### src/rtl/seg_scan_decoder_if.sv
// Seven-segment scan bus: sampled segment/enable lines plus the decoded frame.
// master drives the lines, slave is the decoder.
interface seg_scan_decoder_if #(
  parameter int DIGITS = 4
);
  logic [6:0]          seg_in;
  logic [DIGITS-1:0]   an_in;
  logic [4*DIGITS-1:0] bcd_out;
  logic                frame_valid;
  logic                frame_err;
  logic                stale;

  modport master (
    output seg_in, an_in,
    input  bcd_out, frame_valid, frame_err, stale
  );

  modport slave (
    input  seg_in, an_in,
    output bcd_out, frame_valid, frame_err, stale
  );
endinterface

### src/rtl/seg_scan_decoder.sv
// Multiplexed seven-segment receive decoder: debounce, decode, frame assembly.
// Optional frame watchdog enabled by SEG_SCAN_DECODER_TIMEOUT_EN.
module seg_scan_decoder #(
  parameter int DIGITS         = 4,
  parameter int STABLE_CYCLES  = 4,
  parameter int TIMEOUT_CYCLES = 1000000
) (
  input  logic          clk,
  input  logic          reset,
  seg_scan_decoder_if.slave bus
);

  localparam int SW = 7 + DIGITS;
  localparam logic [7:0] STB    = 8'(STABLE_CYCLES);
  localparam logic [7:0] STB_M1 = 8'(STABLE_CYCLES - 1);

  logic [SW-1:0]       smp_q, smp_d;
  logic [7:0]          cnt_q, cnt_d;
  logic [DIGITS-1:0]   mask_q, mask_d;
  logic [DIGITS-1:0]   err_q, err_d;
  logic [4*DIGITS-1:0] shadow_q, shadow_d;
  logic [4*DIGITS-1:0] bcd_q, bcd_d;
  logic                fv_q, fv_d;
  logic                ferr_q, ferr_d;

  logic              same;
  logic              cap;
  logic              commit;
  logic [DIGITS-1:0] an_low;
  logic [4:0]        dec;

  // Returns {illegal, nibble}
  function automatic logic [4:0] dec7(input logic [6:0] s);
    unique case (s)
      7'b1000000: dec7 = 5'h00;
      7'b1111001: dec7 = 5'h01;
      7'b0100100: dec7 = 5'h02;
      7'b0110000: dec7 = 5'h03;
      7'b0011001: dec7 = 5'h04;
      7'b0010010: dec7 = 5'h05;
      7'b0000010: dec7 = 5'h06;
      7'b1111000: dec7 = 5'h07;
      7'b0000000: dec7 = 5'h08;
      7'b0010000: dec7 = 5'h09;
      default:    dec7 = 5'h1F;
    endcase
  endfunction

  always_comb begin
    smp_d    = {bus.seg_in, bus.an_in};
    same     = (smp_d == smp_q);
    cnt_d    = 8'd0;
    if (same) begin
      cnt_d = (cnt_q == STB) ? cnt_q : cnt_q + 8'd1;
    end
    an_low   = ~smp_q[DIGITS-1:0];
    // One-shot: the counter passes STB-1 only once per stable run
    cap      = (cnt_d == STB_M1) && $onehot(an_low);
    commit   = &mask_q;
    dec      = dec7(smp_q[SW-1:DIGITS]);

    shadow_d = shadow_q;
    err_d    = err_q;
    mask_d   = mask_q;
    bcd_d    = bcd_q;
    ferr_d   = ferr_q;
    fv_d     = 1'b0;

    for (int k = 0; k < DIGITS; k++) begin
      if (cap && an_low[k]) begin
        shadow_d[4*k +: 4] = dec[3:0];
        err_d[k]           = dec[4];
        mask_d[k]          = 1'b1;
      end
    end

    if (commit) begin
      bcd_d  = shadow_q;
      ferr_d = |err_q;
      fv_d   = 1'b1;
      mask_d = '0;
      err_d  = '0;
    end
  end

  always_ff @(posedge clk or negedge reset) begin
    if (!reset) begin
      smp_q    <= '0;
      cnt_q    <= '0;
      mask_q   <= '0;
      err_q    <= '0;
      shadow_q <= '0;
      bcd_q    <= '0;
      fv_q     <= 1'b0;
      ferr_q   <= 1'b0;
    end else begin
      smp_q    <= smp_d;
      cnt_q    <= cnt_d;
      mask_q   <= mask_d;
      err_q    <= err_d;
      shadow_q <= shadow_d;
      bcd_q    <= bcd_d;
      fv_q     <= fv_d;
      ferr_q   <= ferr_d;
    end
  end

  assign bus.bcd_out     = bcd_q;
  assign bus.frame_valid = fv_q;
  assign bus.frame_err   = ferr_q;

`ifdef SEG_SCAN_DECODER_TIMEOUT_EN
  logic [31:0] wd_q, wd_d;
  logic        stale_q, stale_d;

  always_comb begin
    wd_d    = stale_q ? wd_q : wd_q + 32'd1;
    stale_d = stale_q || (wd_d >= 32'(TIMEOUT_CYCLES));
    if (commit) begin
      wd_d    = '0;
      stale_d = 1'b0;
    end
  end

  always_ff @(posedge clk or negedge reset) begin
    if (!reset) begin
      wd_q    <= '0;
      stale_q <= 1'b0;
    end else begin
      wd_q    <= wd_d;
      stale_q <= stale_d;
    end
  end

  assign bus.stale = stale_q;
`else
  wire unused_timeout = (TIMEOUT_CYCLES == 0);
  assign bus.stale = 1'b0;
`endif

endmodule

### src/flat_wrapper.sv
// flat-port wrapper written by rule: the top's interface ports become plain ports
module seg_scan_decoder_flat 
#(
  parameter int DIGITS         = 4,
  parameter int STABLE_CYCLES  = 4,
  parameter int TIMEOUT_CYCLES = 1000000
)
  (clk, reset, bus_seg_in, bus_an_in, bus_bcd_out, bus_frame_valid, bus_frame_err, bus_stale);
  seg_scan_decoder_if #(.DIGITS(DIGITS)) bus_i ();
  input  logic clk;
  input  logic reset;
  input wire logic [$bits(bus_i.seg_in)-1:0] bus_seg_in;
  input wire logic [$bits(bus_i.an_in)-1:0] bus_an_in;
  output wire logic [$bits(bus_i.bcd_out)-1:0] bus_bcd_out;
  output wire logic [$bits(bus_i.frame_valid)-1:0] bus_frame_valid;
  output wire logic [$bits(bus_i.frame_err)-1:0] bus_frame_err;
  output wire logic [$bits(bus_i.stale)-1:0] bus_stale;
  assign bus_i.seg_in = bus_seg_in;
  assign bus_i.an_in = bus_an_in;
  assign bus_bcd_out = bus_i.bcd_out;
  assign bus_frame_valid = bus_i.frame_valid;
  assign bus_frame_err = bus_i.frame_err;
  assign bus_stale = bus_i.stale;
  seg_scan_decoder #(.DIGITS(DIGITS), .STABLE_CYCLES(STABLE_CYCLES), .TIMEOUT_CYCLES(TIMEOUT_CYCLES)) u_core (.clk(clk), .reset(reset), .bus(bus_i));
endmodule
### config.mk
export PLATFORM = sky130hd
export DESIGN_NAME = seg_scan_decoder_flat
export DESIGN_NICKNAME = d
export VERILOG_FILES = /design/src/rtl/seg_scan_decoder_if.sv /design/src/rtl/seg_scan_decoder.sv /design/src/flat_wrapper.sv
export SDC_FILE = /design/constraint.sdc
export NUM_CORES = 1
export LEC_CHECK = 0
export CORE_ASPECT_RATIO = 1.25
export CORE_UTILIZATION = 35
export CTS_BUF_LIST = sky130_fd_sc_hd__clkbuf_2
export DETAILED_ROUTE_END_ITERATION = 16
export SLEW_MARGIN = 5
export SYNTH_ARGS = -nofsm -noshare
export SYNTH_HDL_FRONTEND = slang
export SYNTH_SLANG_ARGS = --single-unit
### constraint.sdc
create_clock -name clk -period 7.9 [get_ports clk]
set_input_delay 0.79 -clock clk [delete_from_list [all_inputs] [get_ports clk]]
set_output_delay 0.79 -clock clk [all_outputs]
set_load 0.03 [all_outputs]
==> results of run 1 <==
-- cell usage in the layout (no fill, tap or decap), drive strengths merged, types with 2 or more instances in the layout --
| cell | instances |
|---|---|
| a32oi | 2 |
| and3 | 3 |
| buf | 3 |
| bufinv | 2 |
| clkbuf | 11 |
| clkdlybuf4s50 | 29 |
| clkinv | 4 |
| dfrtp | 61 |
| ha | 5 |
| inv | 9 |
| mux2 | 16 |
| mux2i | 5 |
| nand2 | 58 |
| nand2b | 4 |
| nand3 | 9 |
| nand4 | 3 |
| nor2 | 13 |
| nor3 | 3 |
| nor4 | 8 |
| o21a | 4 |
| o21ai | 2 |
| o22ai | 2 |
| or3 | 3 |
| xnor2 | 5 |
| xor2 | 15 |
-- registers in the layout (all words and copies together) (netlist names) --
name                    flops
u_core.bus.bcd_out         16
u_core.shadow_q            16
u_core.smp_q               11
u_core.cnt_q                8
u_core.err_q                4
u_core.mask_q               4
u_core.bus.frame_err        1
u_core.bus.frame_valid      1
-- power by group through the flow --
stage	logic, W	registers, W	clock network, W
after floorplan	0.0000173	0.000323	0
after global placement	0.0000291	0.000327	0
after detailed placement	0.0000297	0.000327	0
after CTS	0.0000298	0.000321	0.000224
after global routing	0.0000331	0.000322	0.000241
final	0.0000287	0.000321	0.000218
-- cell usage after synthesis (2+ instances only) --
cell,instances,area share (%)
nand2b_1,4,0.89
or3_1,3,0.67
o21a_1,4,1.1
nor3_1,3,0.54
inv_1,9,1.2
clkbuf_1,5,0.67
xor2_1,15,4.7
nand4_1,3,0.67
buf_2,2,0.36
o22ai_1,2,0.45
xnor2_1,5,1.6
dfrtp_1,61,55
nor4_1,4,0.89
nand2_1,58,7.8
mux2_2,16,6.4
o21ai_0,2,0.36
ha_1,5,2.2
buf_6,3,1.2
nor2_1,13,1.7
nand3_1,9,1.6
mux2i_1,5,1.8
nor4_4,4,3.0
and3_1,3,0.67
-- worst register-to-register path: cells and delay by family, from the launching register on --
family,cells,cell delay (ns)
fa+ha+maj,3,0.86
buf+inv,2,0.13
flops,1,0.49
mux,1,0.41
simple gates,3,1.13
-- per-stage QoR --
stage | util [%] | hold slack, ns | std cells | power (W) | cell area (um2)
2_1_floorplan | - | 0.4348 | 253 | 0.0003407 | 2798
3_3_place_gp | 40.51 | 0.4482 | 369 | 0.0003561 | 3157
3_5_place_dp | 40.51 | 0.4535 | 369 | 0.0003568 | 3157
4_1_cts | 42.18 | 0.4448 | 385 | 0.0005747 | 3287
5_1_grt | 42.18 | 0.4381 | 385 | 0.0005963 | 3287
6_report | 42.18 | 0.4211 | 385 | 0.0005679 | 3287
-- path summary, 6_finish.rpt --
check / start / to / slack [ns] / cells after the start
setup / recovery: u_core.smp_q[1] / u_core.shadow_q[15] / 4.79 / 9
hold / removal: reset / u_core.bus.frame_valid / 0.42 / 2
setup reg to reg: u_core.smp_q[1] / u_core.shadow_q[15] / 4.79 / 9
hold reg to reg: u_core.shadow_q[8] / u_core.bus.bcd_out[8] / 0.48 / 2
max in group asynchronous: reset / u_core.smp_q[10] / 6.94 / 2
min in group clk: u_core.shadow_q[8] / u_core.bus.bcd_out[8] / 0.48 / 2
-- final cells by class --
type                       instances  area, um2
clock buffer                      11      55.05
inverter                          10      37.54
sequential                        61       1526
multi-input combinational        171       1164
clock inverter                     5      75.07
fill                             776       4506
timing repair buffer              32      310.3
tap                               95      118.9
-- metal layers --
metal | vias up | GRT usage [%]
met2 | 50 | 19.83
met3 | 15 | 2.679
li1 | 917 | -
met4 | 0 | 8.232
met5 | - | 0
met1 | 924 | 18.43
-- cell families (layout without fill, tap and decap cells) --
kind of cell,Yosys count,after routing,synth area share (%)
other,1,1,0.1340
AND/OR/NAND/NOR,109,109,20.08
buffers and inverters,21,58,3.846
AO/OA/AOI/OAI,14,14,3.936
adder cells (fa/ha/maj),6,6,2.952
flip-flops,61,61,54.56
multiplexers,21,21,8.229
XOR/XNOR,20,20,6.261
==> impl_metrics.json, run 1 <==
{
  "place_worst_setup_slack_ns": 4.397,
  "drt_iter0_markers": 102,
  "combinationalPowerShare_pct": 5.1,
  "maxCapViolCount": 0,
  "vdd_ir_drop_max_v": 0.0001328,
  "rsz0062_at_grt": "false",
  "die_height_um": 102.0,
  "first_pass_iters": 12,
  "p_per_area_mw_per_mm2": 172.8,
  "power_frac_seq_pct": 56.6,
  "drt_wl_total_um": 5090,
  "drcViolationCount": 1,
  "start_util_pct": 35.90,
  "drv_slew": 0,
  "cts_root_buf": "clkbuf_2",
  "clock_latency_ns": 0.49,
  "p_sw_w": 0.0001335,
  "postCtsSetupBuffers": 0,
  "clock_skew_ns": 0.02991,
  "synth-seq-area-share_pct": 54.56,
  "cp_top_family": "simple AND/OR/NAND/NOR gates",
  "antenna_cells": 0,
  "clk_pin_slew_ns": 0.18,
  "startpoint_type": "register",
  "critPathKind": "reg -> reg",
  "synth-seq-cells": 61,
  "gp_congestion": 0.7744,
  "synth_area_mm2": 0.002798,
  "numCtsBuffers": 9,
  "setup_ws_ns": 4.791,
  "fp-row-count": 36,
  "endpoint_kind": "register",
  "syn_inst": 253,
  "swShare_pct": 23.51,
  "avgSynthCellArea_um2": 11.06,
  "violations": "DRC",
  "grt_start_max_net_pins": 62,
  "intPower_w": 0.0004343,
  "synth_edf_count": 0,
  "leakagePower_nw": 1.530,
  "area_delta_synth_final_pct": 17.49,
  "wl_met3_um": 166,
  "htreeDepth": 3,
  "drive_above_1_share_pct": 14.48,
  "vias": 1906,
  "ios": 32,
  "wl_per_cell_um": 13.22,
  "cts.sinks": 61,
  "fmax_mhz": 321.7,
  "cts_resized": 0,
  "layout.nets": 304,
  "die_x_um": 81.97,
  "track_usage_pct": 13.58,
  "finalHoldViolations": 0,
  "dieArea_mm2": 0.008357,
  "grt-ovfl-total": 0,
  "worst_ep_arrival_time_ns": 3.48,
  "post-route-period-util_pct": 39.35,
  "synth_cell_types": 38,
  "antenna_found_initial": 0,
  "first_global_vias": 1738,
  "synth_nets": 272,
  "cts_tree": "built",
  "setup_tns_ns": 0,
  "hold_path_class": "in -> async",
  "path_cells": "inv_1 > ha_1 > ha_1 > inv_1 > fa_1 > and4_1 > nand4_1 > nor4_4 > mux2_2",
  "cts_buffer_depth": 2,
  "synth_ff_type": "dfrtp_1",
  "slew_headroom_pct": 49.04,
  "worstMarginPinSlew_ns": 0.7644,
  "status": "finished, violations left",
  "wl_met1_um": 2391,
  "core_mm2": 0.007792,
  "cp_max_fo": 6,
  "dr_wl_met2_um": 2381,
  "yosys_warnings": 0,
  "pwr-share-clk_pct": 38.3,
  "fin_crit_ns": 3.109,
  "ctsHoldBuffers": 0,
  "setup_viol": 0,
  "port_buffers": 30,
  "max_stage_delay_ns": 0.58,
  "cp.buffers_inverters": 2,
  "highest_layer": "met4",
  "synthArstFlopShare_pct": 100.0,
  "dp_hpwl_um": 3487,
  "grt_first_pass_wirelength_um": 8383,
  "cp_slowest_cell": "nor4_4",
  "routed_via_density": 4.951,
  "final_antenna_net_count": 0,
  "required_ns": 8.28
}
Power figures use the tool's default switching activity.
==> inputs of run 2 (changes only) <==
Clock period 7.9 ns to 2.5 ns, I/O delays scaled along.
==> run 2 against run 1 <==
- the flow still finishes with violations (DRC)
- wire length is 1.5% higher
- total power grew to 3.1 times the previous value
- largest power group unchanged
- critical path depth up 2
- hold slack got worse by 0.21 ns
- register-to-register slack got worse by 4.8 ns
==> impl_metrics.json, run 2 (same netlist as run 1, synthesis figures left out) <==
{
  "status": "finished, violations left",
  "violations": "DRC",
  "worst_ep_arrival_time_ns": 2.90,
  "max_stage_delay_ns": 0.47,
  "vias": 1932,
  "ios": 32,
  "dieArea_mm2": 0.008357,
  "track_usage_pct": 14.61,
  "mostFrequentLayoutCell": "dfrtp_1",
  "clock_skew_ns": 0.02580,
  "cts_root_buf": "clkbuf_2",
  "path_cells": "inv_1 > ha_1 > ha_1 > inv_1 > fa_1 > and4_1 > nand4_1 > buf_6 > nor4_4 > buf_4 > mux2_2",
  "port_buffers": 30,
  "endpoint_kind": "register",
  "leakagePower_nw": 1.613,
  "drt_wl_total_um": 5168,
  "place_area_mm2": 0.003274,
  "clock_latency_ns": 0.51,
  "seq_area_mm2": 0.001526,
  "grt_first_pass_wirelength_um": 9080,
  "power_frac_seq_pct": 58.0,
  "first_global_vias": 1945,
  "gp_congestion": 0.8103,
  "antenna_cells": 0,
  "drv_slew": 0,
  "cts.sinks": 61,
  "p_per_area_mw_per_mm2": 503.0,
  "fin_crit_ns": 2.494,
  "cp.buffers_inverters": 4,
  "wl_per_cell_um": 12.82,
  "combinationalPowerShare_pct": 6.0,
  "hold_path_class": "in -> reg",
  "multiInputGateArea_mm2": 0.001182,
  "fillers": 777,
  "grt_start_max_net_pins": 32,
  "routed_via_density": 4.794,
  "fp-row-count": 36,
  "startpoint_type": "register",
  "die_height_um": 102.0,
  "setup_viol": 0,
  "cts_buffer_depth": 2,
  "fmax_mhz": 400.9,
  "numCtsBuffers": 9,
  "swShare_pct": 26.66,
  "final_cell_area_mm2": 0.003465,
  "first_pass_iters": 10,
  "final_cell_mix": "dfrtp_1, nand2_1, clkdlybuf4s50_1, xor2_1",
  "htreeDepth": 3,
  "antenna_found_initial": 0,
  "maxCapViolCount": 0,
  "finalHoldViolations": 0,
  "dp_hpwl_um": 3739,
  "drive_above_1_share_pct": 19.16,
  "core_mm2": 0.007792,
  "totalPowerFinal_w": 0.001743,
  "grt-ovfl-total": 0,
  "cp_max_fo": 5,
  "worstMarginPinSlew_ns": 0.7201,
  "holdWs_ns": 0.2144,
  "cts_tree": "built",
  "final_antenna_net_count": 0,
  "drt_iter0_markers": 108,
  "intPower_w": 0.001278,
  "critPathKind": "reg -> reg",
  "layout.nets": 322,
  "area_delta_synth_final_pct": 23.84,
  "slew_headroom_pct": 52.00,
  "pwr-share-clk_pct": 35.9,
  "vdd_ir_drop_max_v": 0.0003185,
  "die_x_um": 81.97,
  "p_sw_w": 0.0004646,
  "cp_slowest_cell": "fa_1",
  "required_ns": 2.91,
  "cp_top_family": "adder cells",
  "rsz0062_at_grt": "true",
  "start_util_pct": 35.90,
  "clk_pin_slew_ns": 0.18,
  "post-route-period-util_pct": 99.77,
  "drcViolationCount": 1
}
-- run 2: cell types whose count changed in the layout (fill, tap and decap cells not counted), sizes merged --
cell         change
inv              +1
clkbuf           -2
clkinv           -1
buf             +17
clkinvlp         +3
bufinv           -1
dlygate4sd3      +1
-- run 2: path summary, 6_finish.rpt --
check	slack, ns	from	endpoint	depth (start not counted)
worst max-delay path	0.006	u_core.smp_q[2]	u_core.shadow_q[0]	11
worst min-delay path	0.21	bus_seg_in[2]	u_core.smp_q[6]	1
worst max register to register	0.006	u_core.smp_q[2]	u_core.shadow_q[0]	11
worst min register to register	0.50	u_core.shadow_q[9]	u_core.bus.bcd_out[9]	2
max in group asynchronous	1.57	reset	u_core.smp_q[7]	3
min in group asynchronous	0.30	reset	u_core.bus.frame_valid	2
-- run 2: area by class of cell --
| type | instances | area share, % |
|---|---|---|
| Clock inverter | 7 | 2.167 |
| Timing Repair Buffer | 50 | 13.83 |
| Clock buffer | 9 | 1.300 |
| Multi-Input combinational cell | 171 | 34.13 |
| Inverter | 10 | 1.083 |
| Sequential cell | 61 | 44.06 |
| Tap cell | 95 | 3.431 |
-- run 2: through the flow --
step                      util [%]  setup slack [ns]  setup TNS, ns  std cells
final                        44.46          0.005655              0        403
after global routing         44.46           -0.1708         -2.297        403
after CTS                    44.08          -0.05991        -0.7284        403
after detailed placement     42.02           -0.1259         -1.516        383
after global placement       42.02          -0.01542       -0.07734        383
after floorplan                  -           -0.2387         -3.953        253
-- run 2: what timing repair did --
| action | CTS | global route |
|---|---|---|
| endpoints found under the setup margin | 19 | 24 |
| cloned | 0 | 0 |
| hold endpoints to repair | 30 | 0 |
| resized for setup | 2 | 8 |
| setup buffers | 3 | 0 |
| pin swaps | 0 | 2 |
| hold buffers | 1 | 0 |
-- run 2: power by group through the flow --
| stage | Combinational, W | Sequential, W | Clock [W] |
|---|---|---|---|
| 2_1_floorplan | 0.0000545 | 0.00102 | 0 |
| 3_3_place_gp | 0.000104 | 0.00103 | 0 |
| 3_5_place_dp | 0.000107 | 0.00103 | 0 |
| 4_1_cts | 0.000108 | 0.00101 | 0.000654 |
| 5_1_grt | 0.000119 | 0.00101 | 0.000712 |
| 6_report | 0.000105 | 0.00101 | 0.000626 |
-- run 2: metal layers --
metal / wire length (um) / part of all wire (%) / GRT usage, % / vias to the layer above
li1: - / - / - / 949
met1: 2326 / 45 / 18.73 / 938
met2: 2556 / 49 / 22.57 / 35
met3: 176 / 3.4 / 3.482 / 10
met4: 108 / 2.1 / 7.962 / 0
met5: 0 / 0 / 0 / -
==> inputs of run 3 (changes only) <==
Settings changed: CAP_MARGIN set to 15, CTS_CLUSTER_DIAMETER set to 100.
==> results of run 3 <==
Final layout, timing and power as in run 2 (identical DEF).
